File: config.mk
export PLATFORM = sky130hd
export DESIGN_NAME = branch_resolver
export DESIGN_NICKNAME = d
export VERILOG_FILES = /design/src/rtl/branch_resolver.sv
export SDC_FILE = /design/constraint.sdc
export NUM_CORES = 1
export LEC_CHECK = 0
export BUFFER_PORTS_ARGS = -buffer_cell sky130_fd_sc_hd__buf_2
export CAP_MARGIN = 15
export CORE_AREA = 2 2 95 97
export DETAILED_ROUTE_END_ITERATION = 8
export DIE_AREA = 0 0 97 99
export PLACE_DENSITY_LB_ADDON = 0.25
export SLEW_MARGIN = 20
export SYNTH_ARGS = -nofsm -noshare
export SYNTH_HDL_FRONTEND = slang
export SYNTH_SLANG_ARGS = --single-unit
export TNS_END_PERCENT = 30
File: constraint.sdc
create_clock -name clock -period 2.6 [get_ports clock]
set_clock_uncertainty 0.15 [all_clocks]
set_input_delay 0.13 -clock clock [delete_from_list [all_inputs] [get_ports clock]]
set_output_delay 0.13 -clock clock [all_outputs]
set_load 0.01 [all_outputs]
File: src/rtl/branch_resolver.sv
// branch_resolver: execute-stage branch resolution and predictor feedback.
// Compares the decode-time prediction against the ALU outcome.
// It drives the registered predictor feedback bus and the fetch
// redirect, and holds the wrong-path flush window.
//
// Ports:
//   clock, reset           rising-edge clock, async active-low reset
//   ex_valid, ex_stall     execute slot live / frozen
//   ex_pc, ex_target       branch PC and taken target
//   ex_is_branch           conditional branch in execute
//   ex_predicted_taken     direction predicted in decode
//   ex_actual_taken        direction resolved by the ALU
//   past_*                 feedback bus into the predictor
//   redirect_valid/_pc     one-cycle fetch redirect
//   flush                  squash fetch/decode
//   branch_count           resolved branches (saturating)
//   mispredict_count       mispredicts (saturating)
//
// Build option: define BRANCH_STATS_EN to build the statistics counters.
// When it is undefined both counter ports read 0 and no flops are built.

module branch_resolver #(
    parameter int PC_W         = 32,
    parameter int PC_INC       = 1,
    parameter int FLUSH_CYCLES = 2,
    parameter int CNT_W        = 16
) (
    input  logic             clock,
    input  logic             reset,
    input  logic             ex_valid,
    input  logic             ex_stall,
    input  logic [PC_W-1:0]  ex_pc,
    input  logic             ex_is_branch,
    input  logic             ex_predicted_taken,
    input  logic             ex_actual_taken,
    input  logic [PC_W-1:0]  ex_target,
    output logic [PC_W-1:0]  past_pc,
    output logic             past_is_branch,
    output logic             past_wrong,
    output logic             past_predicted_taken,
    output logic             redirect_valid,
    output logic [PC_W-1:0]  redirect_pc,
    output logic             flush,
    output logic [CNT_W-1:0] branch_count,
    output logic [CNT_W-1:0] mispredict_count
);

    typedef enum logic {
        RUN   = 1'b0,
        FLUSH = 1'b1
    } state_t;

    // Counter loads FLUSH_CYCLES-1 so flush is high FLUSH_CYCLES cycles.
    localparam logic [3:0]      FLUSH_INIT = 4'(FLUSH_CYCLES - 1);
    localparam logic [PC_W-1:0] PC_STEP    = PC_W'(PC_INC);

    state_t          state_q;
    logic [3:0]      cnt_q;
    logic [PC_W-1:0] past_pc_q;
    logic            past_is_branch_q;
    logic            past_wrong_q;
    logic            past_pred_q;
    logic            redirect_valid_q;
    logic [PC_W-1:0] redirect_pc_q;
    logic            flush_q;

    logic            resolve;
    logic            wrong;
    logic            mispredict;
    logic [PC_W-1:0] redirect_pc_d;
    logic [PC_W-1:0] fall_through;

    // Anything reaching execute during FLUSH is wrong-path.
    always_comb begin
        resolve    = 1'b0;
        wrong      = 1'b0;
        mispredict = 1'b0;
        if (state_q == RUN && ex_valid && !ex_stall && ex_is_branch) begin
            resolve = 1'b1;
        end
        wrong      = ex_predicted_taken ^ ex_actual_taken;
        mispredict = resolve & wrong;
    end

    // Fall-through wraps modulo 2^PC_W.
    always_comb begin
        fall_through  = ex_pc + PC_STEP;
        redirect_pc_d = redirect_pc_q;
        if (mispredict) begin
            redirect_pc_d = ex_actual_taken ? ex_target : fall_through;
        end
    end

    always_ff @(posedge clock or negedge reset) begin
        if (!reset) begin
            state_q          <= RUN;
            cnt_q            <= '0;
            past_pc_q        <= '0;
            past_is_branch_q <= 1'b0;
            past_wrong_q     <= 1'b0;
            past_pred_q      <= 1'b0;
            redirect_valid_q <= 1'b0;
            redirect_pc_q    <= '0;
            flush_q          <= 1'b0;
        end else begin
            past_is_branch_q <= resolve;
            redirect_valid_q <= mispredict;
            redirect_pc_q    <= redirect_pc_d;

            if (resolve) begin
                past_pc_q    <= ex_pc;
                past_wrong_q <= wrong;
                past_pred_q  <= ex_predicted_taken;
            end

            unique case (state_q)
                RUN: begin
                    if (mispredict) begin
                        state_q <= FLUSH;
                        cnt_q   <= FLUSH_INIT;
                        flush_q <= 1'b1;
                    end
                end
                FLUSH: begin
                    if (cnt_q == 4'd0) begin
                        state_q <= RUN;
                        flush_q <= 1'b0;
                    end else begin
                        cnt_q   <= cnt_q - 4'd1;
                    end
                end
                default: begin
                    state_q <= RUN;
                    flush_q <= 1'b0;
                end
            endcase
        end
    end

    assign past_pc              = past_pc_q;
    assign past_is_branch       = past_is_branch_q;
    assign past_wrong           = past_wrong_q;
    assign past_predicted_taken = past_pred_q;
    assign redirect_valid       = redirect_valid_q;
    assign redirect_pc          = redirect_pc_q;
    assign flush                = flush_q;

`ifdef BRANCH_STATS_EN
    logic [CNT_W-1:0] branch_cnt_q;
    logic [CNT_W-1:0] mis_cnt_q;

    // Both counters stick at all-ones rather than wrapping.
    always_ff @(posedge clock or negedge reset) begin
        if (!reset) begin
            branch_cnt_q <= '0;
            mis_cnt_q    <= '0;
        end else begin
            if (resolve && branch_cnt_q != '1) begin
                branch_cnt_q <= branch_cnt_q + CNT_W'(1);
            end
            if (mispredict && mis_cnt_q != '1) begin
                mis_cnt_q <= mis_cnt_q + CNT_W'(1);
            end
        end
    end

    assign branch_count     = branch_cnt_q;
    assign mispredict_count = mis_cnt_q;
`else
    assign branch_count     = '0;
    assign mispredict_count = '0;
`endif

endmodule

==> results of run 1 <==
-- registers in the layout, indices dropped and copies added (netlist names) --
signal,count
past_pc,32
redirect_pc,32
cnt_q,4
flush,1
past_is_branch,1
past_predicted_taken,1
past_wrong,1
redirect_valid,1
state_q,1
-- power by group --
part / switching (mW) / internal, mW / total, mW / leakage [nW]
combinational: 0.894 / 0.855 / 1.75 / 1.58
clock: 0.413 / 0.369 / 0.782 / 0.0872
sequential: 0.283 / 1.69 / 1.97 / 0.887
total: 1.59 / 2.91 / 4.50 / 2.55
-- through the flow --
stage / worst slack, ps / util [%] / cell area (sq um)
2_1_floorplan: 758 / - / 4110
3_3_place_gp: 418 / 54.5 / 4660
3_5_place_dp: 369 / 54.5 / 4660
4_1_cts: 252 / 63.6 / 5440
5_1_grt: 42.9 / 63.6 / 5440
6_report: 203 / 63.6 / 5440
-- layout make-up --
class	count	area [sq um]	area share, %
timing repair buffer	205	1350	24.8
tap	108	135	2.48
clock inverter	3	15.0	0.276
inverter	11	41.3	0.759
sequential	74	1850	34.0
clock buffer	13	149	2.74
multi-input combinational	290	1900	34.9
-- kinds of logic (layout without fill, tap and decap cells) --
family	Yosys count	count (layout)	share of synthesized area, %
AOI/OAI and AO/OA	73	73	11.1
xor gates and xnor gates	30	30	6.58
adders and majority gates	3	3	0.940
buffers and inverters	60	232	8.93
DFF	74	74	46.4
muxes	35	35	9.84
other	1	32	0.0939
and+or+nand+nor	117	117	16.2
-- routing by layer --
layer	part of all wire [%]	up-vias	wire length, um
met5	0	-	0
met4	1.4	0	155
met3	7.3	14	815
met2	49	160	5410
met1	43	1729	4750
li1	-	1713	-
-- layout by cell type (no fill, tap or decap), drive strengths merged, types with 4 or more instances in the layout --
cell,netlist,layout
a21oi,19,19
nand4,11,11
clkbuf,9,13
conb,1,32
xnor2,18,18
xor2,12,12
dlygate4sd3,0,62
o22ai,11,11
nor2,27,27
nand3,14,14
buf,40,143
o21ai,29,29
nor3,5,5
inv,10,10
nor4,7,7
nand2,32,32
and3,6,6
clkinv,1,4
dfrtp,74,74
mux2,34,34
-- critical path, delay by kind of cell --
family                     cells  cell delay (ps)
buffers and inverters          2              700
AOI/OAI and AO/OA              1               90
and+or+nand+nor                3             1130
adders and majority gates      1              230
xor gates and xnor gates       1              160
-- worst min path at each step --
stage / start / to / slack (ps)
finish: ex_actual_taken / redirect_pc[31]$_DFFE_PN0P_ / 50
global route: ex_target[15] / redirect_pc[15]$_DFFE_PN0P_ / 80
CTS: ex_predicted_taken / redirect_pc[29]$_DFFE_PN0P_ / 50
detailed placement: reset / past_pc[6]$_DFFE_PN0P_ / 190
global placement: reset / past_pc[7]$_DFFE_PN0P_ / 190
floorplan: reset / cnt_q[0]$_DFFE_PN0P_ / -320
==> impl_metrics.tcl, run 1 <==
set metrics [dict create \
    initial_core_util_pct 46.7 \
    syn_inst 393 \
    final_max_slew_viol_count 0 \
    cts_sinks 74 \
    synth.area.top_cells "dfrtp_1, mux2_2, buf_4" \
    cts_tree "built" \
    cts_max_level 3 \
    worst_setup_path_start_kind "primary input" \
    regToRegSetupSlack_ps 340 \
    grtUsageTotal_pct 23.0 \
    min_path_type "in2reg" \
    p_leak_nw 2.55 \
    period_needed_ps 2400 \
    r2r-start "state_q$_DFF_PN0_" \
    crit_fanout 6 \
    drc_errors 0 \
    syn_to_final_growth_pct 36.3 \
    hold_viol_final 0 \
    clock_latency_ps 340 \
    status "finished clean" \
    worstHoldPathCells 3 \
    vias 3616 \
    die-area_sq_mm 0.00960 \
    min_period_over_period_pct 92.2 \
    ant_nets 0 \
    postCtsSetupBuffers 0 \
    holdWs_ps 52.3 \
    critPathMaxStageDelay_ps 740 \
    grt_pass1_wl_mm 17.9 \
    grt_pass1_vias 3610 \
    globalRouteMet1Util_pct 31.1 \
    synth_seq_cells 74 \
    antenna_found_initial 0 \
    grtUsageMet2_pct 37.8 \
    yosys-top-cells-count "dfrtp_1, mux2_2, buf_4, nand2_1, o21ai_0" \
    cellPowerDensity_mw_per_mm2 827 \
    synth-main-ff-cell "dfrtp_1" \
    cts_resized 0 \
    vdd_drop_max_uv 497 \
    synth_area_per_cell_sq_um 10.2 \
    yosys_warnings 0 \
    worstPathRequired_ps 2660 \
    worst-setup-path-type "in2reg" \
    placed_cells 626 \
    instances_no_fill 704 \
    grt_busiest_layer "met2" \
    core_sq_mm 0.00855 \
    clockBufferDepth 2 \
    synth.largest_area_cell "dfrtp_1" \
    fillCellCount 699 \
    num_io_pins 172 \
    hpwl_mm 7.59 \
    die_h_um 99 \
    routabilityCongestion 0.870 \
    critPathArrivalTime_ps 2450 \
    root_buffer "clkbuf_8" \
    synth_edf_count 0 \
    synth_top_area_share_pct 46.4 \
    total_power_mw 4.50 \
    rsz0062_at_grt "no" \
    wl_per_cell_um 15.8 \
    ys_types 49 \
    setup_viol 0 \
    grt_overflow 0 \
    use_met3_pct 4.26 \
    path_cells "dlygate4sd3_1, buf_2, ha_1, nand4_2, or4_1, nor3_4, xnor2_1, o22ai_2" \
    antenna_cells 0 \
    async_flop_share_pct 100 \
    slew_headroom_pct 36.3 \
    cap_violations 0 \
    drt_pass1_iterations 4 \
    drive_above_1_share_pct 34.6 \
    numCtsBuffers 9 \
    fin_nets 665 \
    reg2reg_depth 5 \
    viasPerCell 5.14 \
    synth_area_sq_mm 0.00399 \
    worstMarginPinSlew_ps 955 \
    synth_most_common_cell "dfrtp_1" \
    timing.fmax_mhz 417 \
    worstSetupStartpoint "ex_pc[0]" \
    fp.dieW_um 97 \
    clk_pin_slew_ps 80 \
    slowest_stage "or4_1" \
    grt_max_degree 75 \
    io_buffers 139 \
    rows 34 \
    endpoint_kind "flop" \
    routed_wl_mm 11.1 \
    dr.first_iter.drc_count 194 \
    r2r-end "redirect_pc[25]$_DFFE_PN0P_" \
    ys_seq_area_share_pct 46.4 \
    timing.setup.tns_ps 0 \
    cts_hold_buf 62 \
    critPathCapture "redirect_pc[20]$_DFFE_PN0P_" \
]
Note: power is estimated with default switching activity, not from simulation.
==> inputs of run 2 (changes only) <==
--- a/config.mk
+++ b/config.mk
@@ -10,7 +10,7 @@
 export CORE_AREA = 2 2 95 97
 export DETAILED_ROUTE_END_ITERATION = 8
 export DIE_AREA = 0 0 97 99
-export PLACE_DENSITY_LB_ADDON = 0.25
+export PLACE_DENSITY = 0.79
 export SLEW_MARGIN = 20
 export SYNTH_ARGS = -nofsm -noshare
 export SYNTH_HDL_FRONTEND = slang
==> impl_metrics.tcl, run 2 (same netlist as run 1, synthesis figures left out) <==
set metrics [dict create \
    drc_errors 0 \
    routabilityCongestion 0.851 \
    core_sq_mm 0.00855 \
    viasPerCell 5.27 \
    critPathArrivalTime_ps 2460 \
    grt_overflow 0 \
    antenna_cells 0 \
    initial_core_util_pct 46.7 \
    hpwl_mm 7.58 \
    pwr-share-comb_pct 38.5 \
    antenna_found_initial 1 \
    vdd_drop_max_uv 601 \
    grt_pass1_wl_mm 18.9 \
    status "finished clean" \
    clockBufferDepth 2 \
    clock_latency_ps 340 \
    worstPathRequired_ps 2640 \
    ant_nets 0 \
    cts_max_level 3 \
    p_leak_nw 2.56 \
    die-area_sq_mm 0.00960 \
    fin_nets 665 \
    postLayoutCellArea_sq_mm 0.00546 \
    worstMarginPinSlew_ps 939 \
    clk_pin_slew_ps 70 \
    drt_pass1_iterations 6 \
    drive_above_1_share_pct 34.4 \
    io_buffers 139 \
    root_buffer "clkbuf_8" \
    hold_viol_final 0 \
    cap_violations 0 \
    fillCellCount 670 \
    p_int_mw 2.98 \
    switching_power_mw 1.62 \
    timing.setup.tns_ps 0 \
    seqPwrFrac_pct 42.8 \
    grt_pass1_vias 3702 \
    grt_max_degree 75 \
    layout_commonest_cell "buf_2" \
    power_frac_clock_pct 18.7 \
    regArea_sq_mm 0.00185 \
    cts_sinks 74 \
    grtUsageTotal_pct 24.7 \
    rsz0062_at_grt "no" \
    min_path_type "in2reg" \
    cts_tree "built" \
    cellPowerDensity_mw_per_mm2 844 \
    slew_headroom_pct 37.4 \
    worst-setup-path-type "in2reg" \
    routed_wl_mm 11.6 \
    syn_to_final_growth_pct 36.7 \
    final_max_slew_viol_count 0 \
    met3_length_um 743 \
    numCtsBuffers 9 \
    swShare_pct 35.2 \
    num_io_pins 172 \
    dr.first_iter.drc_count 254 \
    detail_route.wirelength.met1_mm 4.74 \
    min_period_over_period_pct 93.1 \
    vias 3713 \
    crit_fanout 6 \
    period_needed_ps 2420 \
    die_h_um 99 \
    setup_viol 0 \
    worst_setup_path_start_kind "primary input" \
    dpl-instance-area_sq_mm 0.00466 \
    multi_input_area_sq_mm 0.00190 \
    timing.fmax_mhz 413 \
    wl_per_cell_um 16.5 \
    postCtsSetupBuffers 0 \
    endpoint_kind "flop" \
    fp.dieW_um 97 \
    top_layer_used "met5" \
    wl_met2_mm 5.66 \
    layout_common_cells "buf_2, dfrtp_1, dlygate4sd3_1" \
    cts_resized 0 \
    rows 34 \
]
[run 2: cell count changes in the layout (fill, tap and decap cells not counted), sizes merged]
| cell | change |
|---|---|
| clkinv | -1 |
| bufinv | +1 |
[run 2: routing by layer]
metal	vias to the layer above	GRT usage [%]
li1	1722	-
met1	1760	31.0
met2	186	39.4
met3	43	5.60
met4	2	14.2
met5	-	0
[run 2: what timing repair did]
action | 4_1_cts | 5_1_grt
endpoints found under the hold margin | 136 | 0
setup endpoints to repair | 0 | 0
hold buffers | 62 | 0
[run 2: critical path, stage by stage]
cell           delay, ps
dlygate4sd3_1        520
buf_2                160
ha_1                 260
nand4_2              160
or4_1                750
nor3_2               220
xnor2_1              150
o22ai_1              110
[run 2: cell type report]
type                    instances  area share [%]
clock buffers                  13            2.55
clock inverters                 3           0.734
repair buffers                205            24.7
flip-flops and latches         74            33.9
multi-input cells             290            34.8
inverters                      11           0.757
well taps                     108            2.48
[run 2: metrics by stage]
step                      setup WS [ps]  instances  power, mW  hold slack, ps  utilization (%)
after CTS                           250        704       4.60            15.5             63.8
final                               179        704       4.61            17.3             63.8
after detailed placement            389        626       3.67             184             54.5
after global placement              440        626       3.60             162             54.5
after floorplan                     758        424       2.92            -316                -
after global routing               62.0        704       4.89            38.7             63.8
[run 2: path summary, 6_finish.rpt]
path / start / end / slack [ps] / cells past startpoint
worst min-delay path: ex_target[15] / redirect_pc[15]$_DFFE_PN0P_ / 20 / 4
worst min register to register: redirect_pc[5]$_DFFE_PN0P_ / redirect_pc[5]$_DFFE_PN0P_ / 330 / 2
worst max register to register: state_q$_DFF_PN0_ / redirect_pc[25]$_DFFE_PN0P_ / 360 / 5
max in group asynchronous: reset / redirect_pc[22]$_DFFE_PN0P_ / 1380 / 2
min in group asynchronous: reset / past_pc[7]$_DFFE_PN0P_ / 330 / 2
worst max-delay path: ex_pc[0] / redirect_pc[28]$_DFFE_PN0P_ / 180 / 8
[run 2: power by group through the flow]
stage	registers, mW	clock network (mW)	logic, mW
global route	2.05	0.914	1.93
finish	1.97	0.860	1.78
global placement	1.95	0	1.65
floorplan	2.21	0	0.710
CTS	1.97	0.869	1.76
detailed placement	1.98	0	1.69
==> inputs of run 3 (changes only) <==
--- a/config.mk
+++ b/config.mk
@@ -7,11 +7,12 @@
 export LEC_CHECK = 0
 export BUFFER_PORTS_ARGS = -buffer_cell sky130_fd_sc_hd__buf_2
 export CAP_MARGIN = 15
-export CORE_AREA = 2 2 95 97
+export CORE_AREA = 2 2 94 96
+export CTS_BUF_LIST = sky130_fd_sc_hd__clkbuf_8
 export DETAILED_ROUTE_END_ITERATION = 8
-export DIE_AREA = 0 0 97 99
-export PLACE_DENSITY = 0.79
-export SLEW_MARGIN = 20
+export DIE_AREA = 0 0 96 98
+export PLACE_DENSITY = 0.8
+export SLEW_MARGIN = 5
 export SYNTH_ARGS = -nofsm -noshare
 export SYNTH_HDL_FRONTEND = slang
 export SYNTH_SLANG_ARGS = --single-unit
==> impl_metrics.tcl, run 3 (same netlist as run 1, synthesis figures left out) <==
set metrics [dict create \
    drt_pass1_iterations 5 \
    clock_latency_ps 350 \
    core_sq_mm 0.00847 \
    io_buffers 139 \
    grt_overflow 0 \
    min_path_type "in2reg" \
    dr.first_iter.drc_count 233 \
    power_frac_clock_pct 21.0 \
    root_buffer "clkbuf_8" \
    hold_viol_final 0 \
    grt_pass1_wl_mm 19.3 \
    top_layer_used "met4" \
    rows 34 \
    fin_nets 667 \
    status "finished clean" \
    fp.dieW_um 96 \
    period_needed_ps 2510 \
    numCtsBuffers 9 \
    grt_pass1_vias 3847 \
    layout_common_cells "buf_2, dfrtp_1, dlygate4sd3_1" \
    detail_route.wirelength.met1_mm 4.70 \
    vdd_drop_max_uv 628 \
    hpwl_mm 7.68 \
    wl_per_cell_um 17.3 \
    cts_tree "built" \
    p_int_mw 3.14 \
    timing.setup.tns_ps 0 \
    pre_cts_ws_ps 393 \
    switching_power_mw 1.70 \
    final_max_slew_viol_count 0 \
    grtUsageTotal_pct 26.7 \
    worst_setup_path_start_kind "primary input" \
    crit_fanout 6 \
    critPathArrivalTime_ps 2600 \
    drive_above_1_share_pct 34.9 \
    routabilityCongestion 0.868 \
    grt_max_degree 75 \
    p_leak_nw 2.60 \
    seqPwrFrac_pct 41.0 \
    pwr-share-comb_pct 38.1 \
    initial_core_util_pct 47.2 \
    die_h_um 98 \
    swShare_pct 35.1 \
    num_io_pins 172 \
    total_power_mw 4.85 \
    layout_commonest_cell "buf_2" \
    timing.fmax_mhz 398 \
    wl_met2_mm 6.06 \
    regToRegSetupSlack_ps 220 \
    syn_to_final_growth_pct 38.6 \
    routed_wl_mm 12.2 \
    instances_no_fill 706 \
    clockBufferDepth 2 \
    slew_headroom_pct 39.4 \
    cap_violations 0 \
    min_period_over_period_pct 96.5 \
    ant_nets 0 \
    antenna_cells 0 \
    setup_viol 0 \
    worst-setup-path-type "in2reg" \
    cellPowerDensity_mw_per_mm2 876 \
    clk_pin_slew_ps 70 \
    die-area_sq_mm 0.00941 \
    vias 3798 \
    worstPathRequired_ps 2690 \
    setup_ws_ps 90.5 \
    drc_errors 0 \
    placed_cells 627 \
    met3_length_um 862 \
    fillCellCount 615 \
    worstMarginPinSlew_ps 909 \
    endpoint_kind "flop" \
    viasPerCell 5.38 \
    antenna_found_initial 0 \
    rsz0062_at_grt "no" \
    cts_max_level 3 \
    cts_sinks 74 \
]
==> run 3: metrics by stage <==
stage          utilization (%)  instance area (sq um)  hold WS, ps
4_1_cts                   65.1                   5510         8.67
3_3_place_gp              55.1                   4660          169
6_report                  65.4                   5530        0.356
2_1_floorplan                -                   4110         -316
3_5_place_dp              55.1                   4660          168
5_1_grt                   65.4                   5530         29.7
==> run 3: power groups by stage <==
stage | sequential [mW] | combinational (mW) | clock (mW)
after floorplan | 2.21 | 0.710 | 0
after global placement | 1.94 | 1.66 | 0
after detailed placement | 1.97 | 1.71 | 0
after global routing | 2.05 | 1.98 | 1.08
final | 1.98 | 1.85 | 1.02
after CTS | 1.96 | 1.80 | 1.03
==> run 3: area by class of cell <==
class,count,area [sq um],share of cell area (%)
clock buffer,11,151,2.74
inverter,11,41.3,0.746
clock inverter,5,77.6,1.40
tap,108,135,2.44
sequential,74,1850,33.5
multi-input combinational,290,1910,34.5
timing repair buffer,207,1370,24.7
==> run 3: final timing paths <==
check	startpoint	end	cells past startpoint
max in group asynchronous	reset	redirect_pc[19]$_DFFE_PN0P_	2
max reg2reg	state_q$_DFF_PN0_	redirect_pc[18]$_DFFE_PN0P_	6
max	ex_pc[6]	redirect_pc[18]$_DFFE_PN0P_	8
min	ex_target[15]	redirect_pc[15]$_DFFE_PN0P_	4
min reg2reg	redirect_pc[15]$_DFFE_PN0P_	redirect_pc[15]$_DFFE_PN0P_	2
min in group asynchronous	reset	past_pc[4]$_DFFE_PN0P_	2
==> run 3: routing by layer <==
metal  GRT usage, %  vias up
li1               -     1718
met1           31.8     1819
met2           44.2      206
met3           6.17       55
met4           14.1        0
met5              0        -
==> run 3: what timing repair did <==
item                       4_1_cts  5_1_grt
setup endpoints to repair        0        1
hold buffers                    62        1
gates resized for setup          0        1
buffers inserted                 0        0
hold endpoints to repair       135        1
==> run 3: critical path, stage by stage <==
cell and delay [ps]:
dlygate4sd3_1 520, buf_2 150, nand3_1 220, or4_4 600, nor4_4 170, xnor2_1 150
o22ai_1 80, dlygate4sd3_1 580
